--- src/rtl/wb_regfile_scoreboard.sv ---
// rtl/wb_regfile_scoreboard.sv - register file with writeback bypass and busy-bit scoreboard
module wb_regfile_scoreboard #(
  parameter int DATA_WIDTH = 32,
  parameter int ADDR_WIDTH = 5,
  parameter int ZERO_REG   = 1
) (
  input  logic                         clk,
  input  logic                         rst,
  input  logic                         wr_en,
  input  logic [ADDR_WIDTH-1:0]        wr_sel,
  input  logic [DATA_WIDTH-1:0]        wr_data,
  input  logic [ADDR_WIDTH-1:0]        rd_addr_a,
  input  logic [ADDR_WIDTH-1:0]        rd_addr_b,
  output logic [DATA_WIDTH-1:0]        rd_data_a,
  output logic [DATA_WIDTH-1:0]        rd_data_b,
  input  logic                         src_a_used,
  input  logic                         src_b_used,
  input  logic                         issue_valid,
  input  logic                         issue_writes,
  input  logic [ADDR_WIDTH-1:0]        issue_dst,
  output logic                         stall,
  output logic [(2**ADDR_WIDTH)-1:0]   busy_vec
);

  localparam int NREGS = 2 ** ADDR_WIDTH;
  localparam bit HAS_ZERO = (ZERO_REG != 0);

  logic [DATA_WIDTH-1:0] mem [NREGS];
  logic [NREGS-1:0]      busy_next;
  logic                  hazard_a;
  logic                  hazard_b;
  logic                  issue_accept;
  logic                  wr_drop;
  logic                  bypass_a;
  logic                  bypass_b;

  // Register 0 swallows writebacks when it is hardwired to zero.
  assign wr_drop  = HAS_ZERO && (wr_sel == '0);
  assign bypass_a = wr_en && (wr_sel == rd_addr_a);
  assign bypass_b = wr_en && (wr_sel == rd_addr_b);

  // Storage update; reset clears every entry and beats any writeback.
  always_ff @(posedge clk) begin
    if (rst) begin
      for (int i = 0; i < NREGS; i++) begin
        mem[i] <= '0;
      end
    end else if (wr_en && !wr_drop) begin
      mem[wr_sel] <= wr_data;
    end
  end

  // Combinational read ports: zero register, then same-cycle bypass, then storage.
  always_comb begin
    rd_data_a = mem[rd_addr_a];
    rd_data_b = mem[rd_addr_b];
    if (HAS_ZERO && rd_addr_a == '0) begin
      rd_data_a = '0;
    end else if (bypass_a) begin
      rd_data_a = wr_data;
    end
    if (HAS_ZERO && rd_addr_b == '0) begin
      rd_data_b = '0;
    end else if (bypass_b) begin
      rd_data_b = wr_data;
    end
  end

  // A source is hazardous only while its producer is in flight and not arriving this cycle.
  always_comb begin
    hazard_a     = src_a_used && busy_vec[rd_addr_a] && !bypass_a;
    hazard_b     = src_b_used && busy_vec[rd_addr_b] && !bypass_b;
    stall        = hazard_a || hazard_b;
    issue_accept = issue_valid && !stall;
  end

  // Next busy bits: writeback clears first, then an accepted issue sets, so a new producer wins.
  always_comb begin
    busy_next = busy_vec;
    if (wr_en) begin
      busy_next[wr_sel] = 1'b0;
    end
    if (issue_accept && issue_writes && !(HAS_ZERO && issue_dst == '0)) begin
      busy_next[issue_dst] = 1'b1;
    end
  end

  // Scoreboard register; reset drops every pending bit.
  always_ff @(posedge clk) begin
    if (rst) begin
      busy_vec <= '0;
    end else begin
      busy_vec <= busy_next;
    end
  end

endmodule
--- config.mk ---
export PLATFORM = sky130hd
export DESIGN_NAME = wb_regfile_scoreboard
export DESIGN_NICKNAME = d
export VERILOG_FILES = /design/src/rtl/wb_regfile_scoreboard.sv
export SDC_FILE = /design/constraint.sdc
export NUM_CORES = 2
export LEC_CHECK = 0
export BUFFER_PORTS_ARGS = -buffer_cell sky130_fd_sc_hd__clkbuf_2
export CORE_UTILIZATION = 54
export DETAILED_ROUTE_END_ITERATION = 6
export MAX_ROUTING_LAYER = met4
export PLACE_DENSITY_LB_ADDON = 0.25
export SETUP_SLACK_MARGIN = 0.5
export SYNTH_ARGS = -nofsm -noshare
export SYNTH_HDL_FRONTEND = slang
export SYNTH_SLANG_ARGS = --single-unit
--- constraint.sdc ---
create_clock -name clk -period 7.59 [get_ports clk]
set_input_delay 1.518 -clock clk [delete_from_list [all_inputs] [get_ports clk]]
set_output_delay 1.518 -clock clk [all_outputs]
set_load 0.03 [all_outputs]
==> impl_summary.txt <==
----------------------------------------------------
[Outcome]
  Status ... finished, final reports clean

[Yosys]
  Per-instance average area after synthesis ... 15.7 µm²
  Register area share after synthesis ... 55.1%
  Dominant register cell in the synthesized netlist ... edfxtp_1
  Gate count of the mapped netlist ... 3,621
  Most frequent cells after synthesis ... edfxtp_1 (1,024), and2_1 (993), mux4_2 (637)
  Most area-hungry cell type in the Yosys netlist ... edfxtp_1
  Most repeated cell in the gate-level netlist after synthesis ... edfxtp_1
  Number of storage elements in the synthesis netlist ... 1,056
  Count of cell types in the netlist ... 48
  Top-area cell type share of the netlist area ... 54.0%
  YS warnings ... 0
  Synth Cell Area ... 0.0569 mm²
  FFs w/ async S/R, synth ... 0%
  Largest cells by area after synthesis ... edfxtp_1 (54%), mux4_2 (25%), and2_1 (11%)
  Number of enable flip-flop cells after synthesis ... 1,024

[Global routing]
  Number of antenna violations at the first check in global routing ... 15
  Global-route wire length before repair ... 267,000 µm
  Global router's overall resource usage ... 37.1%
  Global-route congestion overflow total ... 0
  Pin count of the biggest net entering global routing ... 98
  Number of global-route vias before repair ... 35,600

[Floorplanning]
  Number of placement rows ... 118
  Chip Width ... 327 µm
  Core ar. ... 0.104 mm²
  Top-Level Pins ... 156
  Floorplan die area ... 0.107 mm²
  Initial cell density of the core ... 54.7%
  Die Ht ... 327 µm

[Critical path]
  Element type at the critical path start ... input port
  Critical path launch point ... rd_addr_b[0]
  Worst reg2reg path depth ... 7
  Sum of buffers and inverters on the critical path ... 3
  Instance count on the critical path ... 7
  Cell with the biggest individual delay on the critical path ... buf_4
  Arrival time at the worst endpoint ... 4650 ps
  CP endpoint kind ... primary output
  Cell family with most CP delay ... buffers and inverters
  Dominant cell type by count on the critical path ... mux4_2
  Crit-path cells ... buf_8, buf_4, mux4_2, mux4_2, a211oi_1, nor2_1, clkbuf_2
  Maximum fanout along the worst path ... 39
  Largest stage delay, worst path ... 700 ps
  Startpoint of the most critical register-to-register path ... busy_vec[19]
  Category of the critical setup timing path ... in -> out
  Required time of the critical path ... 6070 ps

[Final layout]
  Final Core Density ... 60.4%
  Final-layout fill cell count ... 7,575
  Share of post-route cells with drive strength above 1 ... 30.9%
  Total area of multi-input combinational cells ... 0.0246 mm²
  Non-Filler Instances ... 5,092
  Total number of nets in the final design ... 3,681
  Design area ... 0.0629 mm²
  FF+latch area ... 0.0314 mm²
  Area added between synthesis and finish ... 10.4%

[Placed design]
  Detailed-placement wirelength estimate ... 105,000 µm
  Number of port buffers ... 155
  Placer congestion estimate ... 0.890
  Instance count after placement with tap cells included ... 4,891
  Cell area after placement ... 0.0595 mm²
  Setup slack after placement ... 1440 ps

[Power and ir drop]
  P per Cell Area ... 221 mW/mm²
  Switching power of the nets ... 3.55 mW
  Power after layout ... 13.9 mW
  Relative contribution of sequential cells to total power ... 49.3%
  Combinational share of power ... 13.7%
  Switching portion of total power ... 25.5%
  Reported leakage power ... 21.4 nW
  Internal ... 10.4 mW
  Worst vdd rail ir drop ... 0.000189 V
  Part of the power in the clock network ... 37.0%

[Timing]
  Worst hold slack ... 509 ps
  Fraction of the cycle the final worst path needs ... 81.3%
  Slew headroom ... 10.4%
  Worst Max-Slew Pin Slew ... 1340 ps
  Worst setup slack after layout ... 1420 ps
  Final Hold Fails ... 0
  Minimum clock period ... 6170 ps
  Maximum operating frequency ... 162 MHz
  Final setup violation count ... 0
  Setup repair after global routing missed its margin ... no
  Setup TNS after final layout ... 0 ps
  Fin. max-slew vios ... 0
  Final worst clock skew ... 20.4 ps

[Drt]
  Routed vias/inst ... 7.03
  Number of routed nets with antenna violations ... 0
  Detailed router's first-iteration violation count ... 5,782
  DR vias ... 35,800
  Final routed wire length divided by cell count ... 37.3 µm
  Number of remaining DRC errors ... 0
  Number of optimization iterations in the first detailed-route pass ... 7
  Routed wire length ... 190,000 µm

[Clocking]
  Clock root buffer ... clkbuf_16
  Post-CTS sizing ... 0
  CTS tree ... done
  Maximum buffer depth of the clock tree ... 3
  Post-CTS setup repair buffer count ... 0
  Number of levels the H-tree was split into ... 3
  Clock latency reported for the late side of the worst-skew pair ... 700 ps
  CTS Buf Count ... 109
  Clock Sink Count ... 1,056
  Clock transition time at the flip-flop clock pins of the worst setup and hold paths ... 60 ps
  # hold bufs at CTS ... 0

[Hold path]
  Hold-critical path depth ... 2
  Startpoint of the tightest hold check path ... busy_vec[12]
  Class of the worst hold path ... reg -> reg

[Run]
  Max-cap violations ... 0

----------------------------------------------------
-- cell families after synthesis --
group,count (synthesis),share of synthesized area (%)
other,1,0.00659
muxes,719,26.7
AOI/OAI and AO/OA,206,2.35
and+or+nand+nor,1218,12.7
buffers and inverters,411,2.97
xor gates and xnor gates,10,0.154
DFF,1056,55.1
-- metal layers --
metal	wire (µm)	GRT usage [%]	part of all wire, %
met5	0	-	0
met4	11000	19.0	5.8
met3	25600	9.62	13
met2	88100	55.2	46
met1	65400	47.2	34
-- cell type report --
type	instances	share of cell area [%]
repair buffers	262	2.86
flip-flops and latches	1056	49.9
diodes	7	0.0279
well taps	1380	2.75
inverters	8	0.0498
clock inverters	50	0.633
clock buffers	144	4.67
multi-input cells	2185	39.1
-- cells in the final DEF (no fill, tap or decap), types with 5 or more instances in the layout --
| cell | count |
|---|---|
| o31ai_1 | 8 |
| o41ai_2 | 9 |
| bufinv_16 | 5 |
| nand3b_1 | 8 |
| buf_12 | 12 |
| nand3_1 | 21 |
| mux2_2 | 10 |
| clkbuf_2 | 145 |
| xor2_1 | 6 |
| o21ai_0 | 73 |
| buf_4 | 99 |
| o211ai_1 | 14 |
| inv_1 | 6 |
| conb_1 | 32 |
| or3_1 | 5 |
| nand2_1 | 70 |
| dfxtp_1 | 32 |
| a21oi_1 | 23 |
| o41ai_1 | 11 |
| mux4_2 | 637 |
| diode_2 | 7 |
| nor2_1 | 50 |
| clkbuf_16 | 110 |
| clkbuf_8 | 5 |
| edfxtp_1 | 1024 |
| clkbuf_1 | 27 |
| nor2_4 | 31 |
| a211oi_1 | 27 |
| mux2i_1 | 72 |
| o21ai_4 | 28 |
| clkinv_2 | 20 |
| and2_1 | 993 |
| clkinv_1 | 20 |
| nor2b_1 | 10 |
-- flip-flops by register name, indices dropped and copies added (netlist names) --
register / count
mem: 1024
busy_vec: 32
-- worst register-to-register path, delay by kind of cell, from the launching register on --
family	cells	cell delay, ps
AND/OR/NAND/NOR	1	220
AO/OA/AOI/OAI	4	1000
flip-flops	1	370
buffers and inverters	1	260
multiplexers	1	510
-- power groups by stage --
stage | combinational [mW] | sequential, mW | clock, mW
3_5_place_dp | 1.88 | 6.97 | 0
4_1_cts | 1.88 | 6.85 | 5.15
3_3_place_gp | 1.87 | 6.95 | 0
6_report | 1.91 | 6.86 | 5.15
2_1_floorplan | 1.25 | 6.93 | 0
5_1_grt | 1.96 | 6.89 | 5.38
-- final timing paths --
| check | endpoint | slack [ps] |
|---|---|---|
| min | busy_vec[12] | 510 |
| max reg2reg | busy_vec[24] | 5110 |
| min reg2reg | busy_vec[12] | 510 |
| max | rd_data_b[14] | 1420 |
Note: power is estimated with default switching activity, not from simulation.
